### src/rtl/serial_sub.sv
// Bit-serial subtractor: feeds one full-subtractor cell LSB first,
// collecting the difference bits and the final borrow into parallel outputs.
module serial_sub #(
    parameter int WIDTH = 8
) (
    input  logic             clk,
    input  logic             rst_n,
    input  logic             start,
    input  logic [WIDTH-1:0] a,
    input  logic [WIDTH-1:0] b,
    input  logic             bin,
    output logic             busy,
    output logic             done,
    output logic [WIDTH-1:0] diff,
    output logic             bout,
    output logic             ser_diff,
    output logic             ser_bout
);

    localparam int CW = (WIDTH > 1) ? $clog2(WIDTH) : 1;
    localparam logic [CW-1:0] LAST = CW'(WIDTH - 1);

    typedef enum logic [1:0] {
        IDLE,
        SHIFT,
        DONE
    } state_t;

    state_t           state_q, state_d;
    logic [WIDTH-1:0] sa_q, sa_d;
    logic [WIDTH-1:0] sb_q, sb_d;
    logic [WIDTH-1:0] res_q, res_d;
    logic [WIDTH-1:0] diff_q, diff_d;
    logic             br_q, br_d;
    logic             bout_q, bout_d;
    logic [CW-1:0]    cnt_q, cnt_d;

    logic             cell_diff;
    logic             cell_bout;
    logic [WIDTH-1:0] res_shift;
    logic             last_bit;

    // Single full-subtractor cell on the current bit pair
    assign cell_diff = sa_q[0] ^ sb_q[0] ^ br_q;
    assign cell_bout = (~sa_q[0] & sb_q[0])
                     | (~(sa_q[0] ^ sb_q[0]) & br_q);

    // New diff bit enters at the MSB so bit 0 ends up at the LSB
    assign res_shift = WIDTH'({cell_diff, res_q} >> 1);
    assign last_bit  = (cnt_q == LAST);

    always_ff @(posedge clk or negedge rst_n) begin
        if (!rst_n) begin
            state_q <= IDLE;
            sa_q    <= '0;
            sb_q    <= '0;
            res_q   <= '0;
            diff_q  <= '0;
            br_q    <= 1'b0;
            bout_q  <= 1'b0;
            cnt_q   <= '0;
        end else begin
            state_q <= state_d;
            sa_q    <= sa_d;
            sb_q    <= sb_d;
            res_q   <= res_d;
            diff_q  <= diff_d;
            br_q    <= br_d;
            bout_q  <= bout_d;
            cnt_q   <= cnt_d;
        end
    end

    always_comb begin
        state_d = state_q;
        unique case (state_q)
            IDLE:    if (start) state_d = SHIFT;
            SHIFT:   if (last_bit) state_d = DONE;
            DONE:    state_d = IDLE;
            default: state_d = IDLE;
        endcase
    end

    always_comb begin
        sa_d   = sa_q;
        sb_d   = sb_q;
        res_d  = res_q;
        diff_d = diff_q;
        br_d   = br_q;
        bout_d = bout_q;
        cnt_d  = cnt_q;
        unique case (state_q)
            IDLE: begin
                if (start) begin
                    sa_d  = a;
                    sb_d  = b;
                    br_d  = bin;
                    cnt_d = '0;
                end
            end
            SHIFT: begin
                res_d = res_shift;
                br_d  = cell_bout;
                sa_d  = sa_q >> 1;
                sb_d  = sb_q >> 1;
                cnt_d = cnt_q + 1'b1;
                if (last_bit) begin
                    diff_d = res_shift;
                    bout_d = cell_bout;
                end
            end
            default: ;
        endcase
    end

    always_comb begin
        busy     = (state_q == SHIFT);
        done     = (state_q == DONE);
        diff     = diff_q;
        bout     = bout_q;
        ser_diff = cell_diff;
        ser_bout = cell_bout;
    end

endmodule

### config.mk
export PLATFORM = sky130hd
export DESIGN_NAME = serial_sub
export DESIGN_NICKNAME = d
export VERILOG_FILES = /design/src/rtl/serial_sub.sv
export SDC_FILE = /design/constraint.sdc
export NUM_CORES = 1
export LEC_CHECK = 0
export CAP_MARGIN = 20
export CELL_PAD_IN_SITES_DETAIL_PLACEMENT = 1
export CELL_PAD_IN_SITES_GLOBAL_PLACEMENT = 2
export CORE_ASPECT_RATIO = 0.5
export CORE_MARGIN = 4
export CORE_UTILIZATION = 25
export CTS_CLUSTER_DIAMETER = 40
export CTS_CLUSTER_SIZE = 8
export DETAILED_ROUTE_END_ITERATION = 8
export GPL_ROUTABILITY_DRIVEN = 0
export PLACE_DENSITY_LB_ADDON = 0.1
export SLEW_MARGIN = 20
export SYNTH_ARGS = -nofsm -noshare
export SYNTH_HDL_FRONTEND = slang
export SYNTH_SLANG_ARGS = --single-unit
### constraint.sdc
create_clock -name clk -period 1.95 [get_ports clk]
set_input_delay 0.2925 -clock clk [delete_from_list [all_inputs] [get_ports clk]]
set_output_delay 0.2925 -clock clk [all_outputs]
set_load 0.01 [all_outputs]
After elaboration in Yosys (flattened, before gate mapping)
Cells that the tools add are included.
- add/subtract/negate cells: 1
- multipliers: 0
- div/mod/pow operators: 0
- $lt $le $gt $ge: 0
- equality and inequality tests: 5
- shift operators: 0
- muxes and demuxes: 11
- bitwise operators: 7
- reduce and logical (&&, ||, !) cells: 5
- operators with widths (operator ; count):
    $pmux 8 s2 ; 2
    $mux 8 ; 2
    $pmux 3 s2 ; 1
    $reduce_and 2->1 ; 3
    $mux 2 ; 2
    $pmux 2 s2 ; 1
    $add 3x1->3 const B ; 1
    $eq 3x3->1 const B ; 1
    $mux 3 ; 1
    $and 1x1->1 ; 2
    $eq 2x1->1 const B ; 1
    $eq 2x2->1 const B ; 1
    $logic_not 2->1 ; 1
    $ne 2x1->1 const B ; 1
    $ne 2x2->1 const B ; 1
    $not 1->1 ; 2
    $pmux 1 s2 ; 1
    $reduce_bool 2->1 ; 1
    $xor 1x1->1 ; 2
    $mux 1 ; 1
    $or 1x1->1 ; 1
- flip-flop bits (word level): 39
- bits in latches: 0
- bits in writable memories: 0
- bits in read-only memories: 0
- input bits: 20
- output and inout port bits: 13
- word-level logic and storage cells: 37
- memories kept: 0

Depth between registers and ports, before layout
Gate-level depths: netlist (run 1).
- depth after elaboration: 5
- depth in mapped cells: 6
- gate-level depth less buffers: 5

Worst setup path before layout (run 1)
OpenSTA, ideal clock, no wires.
- path type: reg2reg
- start: register cnt_q[0]
- end: register diff_q[1], in the netlist diff[1]
- library setup time: 0.125 ns
- arrival time: 1.296 ns
- data required time: 1.825 ns
- path slack: 0.529 ns
- stages on the path, launching flop included: 6
- buffers on the path: 1
- period minus slack after synthesis: 1.421 ns
- cells stage by stage: dfrtp_1 -> ha_1 -> ha_1 -> nand3b_4 -> buf_6 -> mux2_2
- longest elaborated chain between the ends: 2
- RTL lines (element ; RTL line ; source):
    from (decl) ; 36 ; logic [CW-1:0] cnt_q, cnt_d;
    from (signal assigned) ; 70 ; cnt_q <= cnt_d;
    $eq 3x3->1 ; 50 ; assign last_bit = (cnt_q == LAST);
    $reduce_and 2->1 (no line) ; n/a ;
    to (signal assigned) ; 67 ; diff_q <= diff_d;
    to (decl) ; 33 ; logic [WIDTH-1:0] diff_q, diff_d;
No other way between the ends.
A chain may end at the register's enable or synchronous reset.

Final worst setup path (run 1)
- start: register sb_q[0]
- end: output ser_diff
- longest elaborated chain between the ends: 2
- RTL lines (element ; RTL line ; source):
    from (decl) ; 31 ; logic [WIDTH-1:0] sb_q, sb_d;
    from (signal assigned) ; 56 ; sb_q <= '0;
    from (signal assigned) ; 65 ; sb_q <= sb_d;
    $xor 1x1->1 (2 in a row) ; 44 ; assign cell_diff = sa_q[0] ^ sb_q[0] ^ br_q;
    to (decl) ; 16 ; output logic ser_diff,
No other way between the ends.

==> impl_metrics.py, run 1 <==
metrics = {
    "run_status": {
        "outcome": "completed",
    },
    "floorplanning": {
        "ioPinCount": 33,
        "core_region_area_mm2": 0.006674,
        "floorplan.die_area_mm2": 0.008359,
        "die_w_um": 125.4,
        "placementRows": 21,
        "start_util_pct": 25.80,
        "die_h_um": 66.68,
    },
    "synth": {
        "synth_async_sr_flop_share_pct": 100.0,
        "synth.ff_latch_count": 38,
        "yosys.area_share.simple_pct": 14.53,
        "main_combinational_cell_family_by_area_after_synthesis": "compound AO/OA/AOI/OAI gates",
        "post-synth-top-area-cell": "sky130_fd_sc_hd__dfrtp_1",
        "synth_enable_flop_cells": 0,
        "netlist_area_mm2": 0.001722,
        "syn-num-nets": 170,
        "synth_compound_area_share_pct": 17.51,
        "synth_xor_xnor_area_share_pct": 0,
        "yosys_warnings": 0,
        "post_synth_main_area_contributors": "sky130_fd_sc_hd__dfrtp_1 55%, sky130_fd_sc_hd__o22a_1 8.1%, sky130_fd_sc_hd__nand2_1 6.5%, sky130_fd_sc_hd__mux2_2 5.2%, sky130_fd_sc_hd__a221o_1 2.3%",
        "syn_area_per_cell_um2": 11.71,
        "synth-adder-area-share_pct": 2.616,
        "syn-instance-count": 147,
        "yosys-mux-area-fraction_pct": 5.233,
        "sequential_element_share_of_the_synthesized_area_pct": 55.23,
        "synth.top_cell.area_share_pct": 55.23,
        "synth_cell_type_count": 28,
        "ys_dominant_reg_cell": "sky130_fd_sc_hd__dfrtp_1",
    },
    "pwr": {
        "vdd_drop_max_uv": 361.6,
        "power.share.combinational_pct": 38.5,
        "power_switching_share_pct": 32.42,
        "power.clock.fraction_pct": 24.9,
        "p_switching_uw": 1234,
        "totalPowerFinal_uw": 3806,
        "internal_power_uw": 2572,
        "total_leakage_power_uw": 0.001028,
        "sequentialPowerShare_pct": 36.6,
        "cellPowerDensity_mw_per_mm2": 1640,
    },
    "sta": {
        "worst-slew-pin-transition_ns": 0.4090,
        "final-hold-violation-count": 0,
        "setup_viol_count_final": 0,
        "worst_hold_slack_ns": 0.4642,
        "worst_clock_skew_on_the_final_layout_ns": 0.005486,
        "final_min_period_over_clock_period_pct": 94.81,
        "report.final.slew_viol_count": 0,
        "post-route-min-period_ns": 1.849,
        "finalSetupTns_ns": 0,
        "rsz_0062_raised_after_global_routing": "no",
        "max_freq_ghz": 0.5409,
        "max-slew-margin-rel_pct": 72.73,
    },
    "route": {
        "antenna_violating_nets_post_route": 0,
        "avgRoutedWirePerCell_um": 15.37,
        "vias": 1254,
        "via_per_inst": 4.511,
        "wirelength_um": 4273,
        "drt_pass1_iterations": 4,
        "drcViolationCount": 0,
        "detailedRoute.firstIterationViolations": 27,
    },
    "grt": {
        "grt_overflow_total": 0,
        "grt_first_pass_wirelength_um": 7376,
        "grt_pass1_vias": 1407,
        "track_usage_pct": 11.58,
        "grt_start_max_net_pins": 20,
        "grt_antenna_before_repair": 0,
    },
    "worst_setup_path": {
        "cells_along_the_critical_path": "inv_1 -> fa_1 -> dlygate4sd2_1",
        "worst-r2r-setup-slack_ns": 0.47,
        "worstPathArrival_ns": 1.56,
        "worst_r2r_endpoint": "diff[2]",
        "critical_setup_path_kind": "reg -> out",
        "critical_path_peak_fanout": 3,
        "critPathCapture": "ser_diff",
        "rr_worst_depth": 3,
        "crit_start": "sb_q[0]",
        "cp_slowest_cell": "sky130_fd_sc_hd__fa_1",
        "worstSetupEndpointType": "primary output",
        "start_kind": "register",
        "timing.critical_path.slowest_cell_delay_ns": 0.53,
        "worstPathRequired_ns": 1.66,
        "crit-reg2reg-launch": "state_q[1]",
    },
    "clock_tree": {
        "cts_inserted_buffers": 5,
        "cts.sinks": 38,
        "path_clk_slew_ns": 0.06,
        "clock_insertion_delay_worst_skew_ns": 0.28,
        "clock_tree.htree_level_count": 2,
        "ctsLongestPathBuffers": 2,
        "cts_tree": "done",
        "ctsRootBufferMaster": "sky130_fd_sc_hd__clkbuf_16",
    },
    "final_layout": {
        "layout.nets": 209,
        "post_route_cells_drive_above_1_share_pct": 18.82,
        "area_growth_syn_to_layout_pct": 34.81,
        "fillCellCount": 752,
        "insertedDiodeCount": 0,
    },
    "placed_design": {
        "portBuffers": 32,
        "dp_hpwl_um": 2964,
    },
    "hold_path": {
        "worst_hold_check_path_type": "in -> async",
    },
    "run": {
        "drv_cap": 0,
    },
}
==> layer usage <==
layer | GRT usage (%) | routed length, um | up-vias
met4 | 4.459 | 59 | 0
met5 | 0 | 0 | -
met3 | 3.603 | 157 | 4
met1 | 15.08 | 2139 | 626
li1 | - | - | 596
met2 | 18.18 | 1917 | 28
==> metrics by stage <==
stage | util (%) | area (um^2) | std cells | setup slack (ns)
finish | 34.78 | 2321 | 278 | 0.1012
CTS | 34.76 | 2320 | 278 | 0.02194
floorplan | - | 1722 | 147 | 0.5292
global placement | 32.11 | 2143 | 270 | 0.1403
global route | 34.78 | 2321 | 278 | 0.02185
detailed placement | 32.11 | 2143 | 270 | 0.1192
==> worst min-delay path by stage <==
stage               startpoint      end  slack, ns  cells after the start
floorplan                rst_n     bout     -0.003                      0
global placement         rst_n  sb_q[0]       0.26                      1
detailed placement       rst_n  sa_q[3]       0.26                      1
CTS                      rst_n  sa_q[3]       0.48                      2
global route             rst_n  sa_q[4]       0.52                      2
finish                   rst_n  sa_q[4]       0.46                      2
==> registers in the layout, indices dropped and copies added (netlist names) <==
register / count
bout: 1
br_q: 1
cnt_q: 3
diff: 8
res_q: 7
sa_q: 8
sb_q: 8
state_q: 2
==> layout make-up <==
class	instances	area [um^2]	share of cell area, %
well taps	92	115.1	4.960
repair buffers	40	375.4	16.17
clock inverters	1	30.03	1.294
clock buffers	6	138.9	5.984
inverters	6	22.52	0.9703
flip-flops and latches	38	952.2	41.02
multi-input cells	95	686.9	29.60
==> power by group through the flow <==
stage          combinational (uW)  clock (uW)  sequential (uW)
2_1_floorplan                 949           0             1370
3_3_place_gp                 1510           0             1390
3_5_place_dp                 1530           0             1410
4_1_cts                      1510         977             1400
5_1_grt                      1650        1010             1450
6_report                     1470         946             1390
==> critical path, delay by kind of cell, from the launching register on <==
family / cells / cell delay, ns
flip-flops: 1 / 0.39
buffers and inverters: 2 / 0.36
adder cells (fa/ha/maj): 1 / 0.53
==> cell usage after synthesis, drive strengths merged (2+ instances only) <==
cell    count
a221o       4
nand3b      3
nor2        2
nand3       2
inv         6
nand2      30
nor2b       3
nand2b      7
ha          2
buf         8
a22oi       2
a22o        2
o21ai       8
mux2        8
o22a       16
dfrtp      38
==> what timing repair did <==
action                                  4_1_cts  5_1_grt
endpoints found under the setup margin        2        2
hold endpoints to repair                     16        0
buffers inserted                              0        0
hold buffers                                  1        0
gates resized for setup                       2        1
==> layout by cell type, fill, tap and decap left out, drive strengths merged, types with 3 or more instances in the layout <==
master,n
dfrtp,38
nand2,30
clkdlybuf4s50,29
o22a,16
mux2,8
buf,8
o21ai,8
nand2b,7
clkbuf,6
inv,6
a221o,4
nor2b,3
nand3b,3
==> cell families (layout without fill, tap and decap cells) <==
| logic type | Yosys count | in the layout |
|---|---|---|
| AND/OR/NAND/NOR | 48 | 48 |
| multiplexers | 8 | 8 |
| adder cells (fa/ha/maj) | 3 | 3 |
| AO/OA/AOI/OAI | 36 | 36 |
| buffers and inverters | 14 | 53 |
| flip-flops | 38 | 38 |
(Power assumes the default switching activity.)
==> run 2, diff against run 1 <==
--- a/config.mk
+++ b/config.mk
@@ -16,6 +16,7 @@
 export DETAILED_ROUTE_END_ITERATION = 8
 export GPL_ROUTABILITY_DRIVEN = 0
 export PLACE_DENSITY_LB_ADDON = 0.1
+export REMOVE_ABC_BUFFERS = 1
 export SLEW_MARGIN = 20
 export SYNTH_ARGS = -nofsm -noshare
 export SYNTH_HDL_FRONTEND = slang
==> impl_metrics.py, run 2 (synthesized netlist as in run 1, its figures left out) <==
metrics = {
    "floorplanning": {
        "die_h_um": 66.68,
        "core_region_area_mm2": 0.006674,
        "die_w_um": 125.4,
        "ioPinCount": 33,
        "floorplan.die_area_mm2": 0.008359,
        "placementRows": 21,
        "start_util_pct": 25.80,
    },
    "sta": {
        "post-route-min-period_ns": 1.845,
        "worst_clock_skew_on_the_final_layout_ns": 0.003838,
        "rsz_0062_raised_after_global_routing": "no",
        "final_min_period_over_clock_period_pct": 94.61,
        "worst-slew-pin-transition_ns": 0.5183,
        "final-hold-violation-count": 0,
        "max_freq_ghz": 0.5420,
        "finalSetupTns_ns": 0,
        "report.final.slew_viol_count": 0,
        "setup_viol_count_final": 0,
        "max-slew-margin-rel_pct": 65.44,
    },
    "clock_tree": {
        "cts_tree": "done",
        "cts.sinks": 38,
        "clock_insertion_delay_worst_skew_ns": 0.28,
        "cts_inserted_buffers": 5,
        "clock_tree.htree_level_count": 2,
        "ctsRootBufferMaster": "sky130_fd_sc_hd__clkbuf_16",
        "path_clk_slew_ns": 0.06,
        "ctsLongestPathBuffers": 2,
    },
    "worst_setup_path": {
        "worstPathArrival_ns": 1.55,
        "worstSetupEndpointType": "primary output",
        "start_kind": "register",
        "critical_setup_path_kind": "reg -> out",
        "worstPathRequired_ns": 1.66,
        "critical_path_peak_fanout": 3,
    },
    "final_layout": {
        "area_growth_syn_to_layout_pct": 33.79,
        "layout.nets": 208,
        "fillCellCount": 752,
        "post_route_cells_drive_above_1_share_pct": 17.74,
        "final_area_mm2": 0.002303,
        "utilization_pct": 34.51,
        "final-instance-count-excl-fill": 278,
        "mostFrequentLayoutCell": "sky130_fd_sc_hd__dfrtp_1",
        "insertedDiodeCount": 0,
        "register_area_um2": 950.9,
        "multi_input_comb_area_um2": 686.9,
        "layout_common_cells": "38 x sky130_fd_sc_hd__dfrtp_1, 30 x sky130_fd_sc_hd__nand2_1, 29 x sky130_fd_sc_hd__clkdlybuf4s50_1",
    },
    "route": {
        "drt_pass1_iterations": 4,
        "drcViolationCount": 0,
        "routed.top_layer": "met4",
        "avgRoutedWirePerCell_um": 14.75,
        "vias": 1227,
        "detailedRoute.firstIterationViolations": 57,
        "wirelength_um": 4101,
        "via_per_inst": 4.414,
        "met2RoutedLength_um": 1780,
        "route.layer.met1.wl_um": 2137,
        "dr_wl_met3_um": 131,
        "antenna_violating_nets_post_route": 0,
    },
    "pwr": {
        "vdd_drop_max_uv": 395.0,
        "cellPowerDensity_mw_per_mm2": 1632,
        "total_leakage_power_uw": 0.001021,
    },
    "run": {
        "drv_cap": 0,
    },
    "placed_design": {
        "placement.cell_area_mm2": 0.002136,
        "dpl.cell_count": 269,
        "dp_hpwl_um": 2711,
        "portBuffers": 32,
    },
    "grt": {
        "grt_first_pass_wirelength_um": 6906,
        "grt_antenna_before_repair": 0,
        "track_usage_pct": 10.76,
        "grt_pass1_vias": 1346,
        "grt_start_max_net_pins": 39,
        "grt_overflow_total": 0,
    },
    "hold_path": {
        "worst_hold_check_path_type": "in -> async",
    },
    "run_status": {
        "outcome": "completed",
    },
}
run 2: cell count changes in the layout (fill, tap and decap cells not counted):
cell | previous run | this run
sky130_fd_sc_hd__dfrtp_2 | 1 | 0
sky130_fd_sc_hd__clkbuf_1 | 0 | 2
sky130_fd_sc_hd__dfrtp_1 | 37 | 38
sky130_fd_sc_hd__dlygate4sd3_1 | 1 | 0
sky130_fd_sc_hd__clkbuf_8 | 1 | 0
run 2: report_power, final:
part	switching, uW	total, uW	internal (uW)
sequential	218	1370	1150
clock	312	916	605
combinational	676	1470	795
total	1210	3760	2550
run 2: final cells by class:
| cell class | instances | area share, % |
|---|---|---|
| well taps | 92 | 4.997 |
| multi-input cells | 95 | 29.82 |
| inverters | 6 | 0.9777 |
| repair buffers | 39 | 15.86 |
| clock inverters | 1 | 1.304 |
| flip-flops and latches | 38 | 41.28 |
| clock buffers | 7 | 5.758 |
run 2: path summary, 6_finish.rpt:
check / slack [ns] / depth (start not counted) / startpoint / end
max in group asynchronous: 1.52 / 2 / rst_n / sa_q[7]
hold / removal: 0.06 / 2 / rst_n / diff[7]
setup / recovery: 0.11 / 2 / sa_q[0] / ser_diff
min in group clk: 0.49 / 2 / res_q[3] / res_q[2]
setup reg to reg: 0.48 / 4 / cnt_q[0] / diff[6]
hold reg to reg: 0.49 / 2 / res_q[3] / res_q[2]
run 2: what timing repair did:
item,CTS,global route
hold buffers,0,0
setup endpoints to repair,2,0
setup buffers,1,0
gates resized for setup,2,0
run 2: per-stage QoR:
step           hold slack, ns  power, uW  setup slack [ns]
3_5_place_dp           0.3905       2918            0.1252
6_report              0.06411       3759            0.1051
3_3_place_gp           0.3930       2890            0.1291
4_1_cts               0.09091       3835           0.08778
2_1_floorplan       -0.003091       2250            0.2829
5_1_grt                0.1188       4069           0.04195
run 2: worst max-delay path: stages, from the launching register on:
cell	delay, ns
sky130_fd_sc_hd__dfrtp_1	0.41
sky130_fd_sc_hd__fa_1	0.58
sky130_fd_sc_hd__dlygate4sd2_1	0.28
run 2: layer usage:
metal  vias to the layer above  GRT usage, %
met2                        21         16.18
li1                        598             -
met3                         4         3.523
met1                       604         14.60
met5                         -             0
met4                         0         3.649
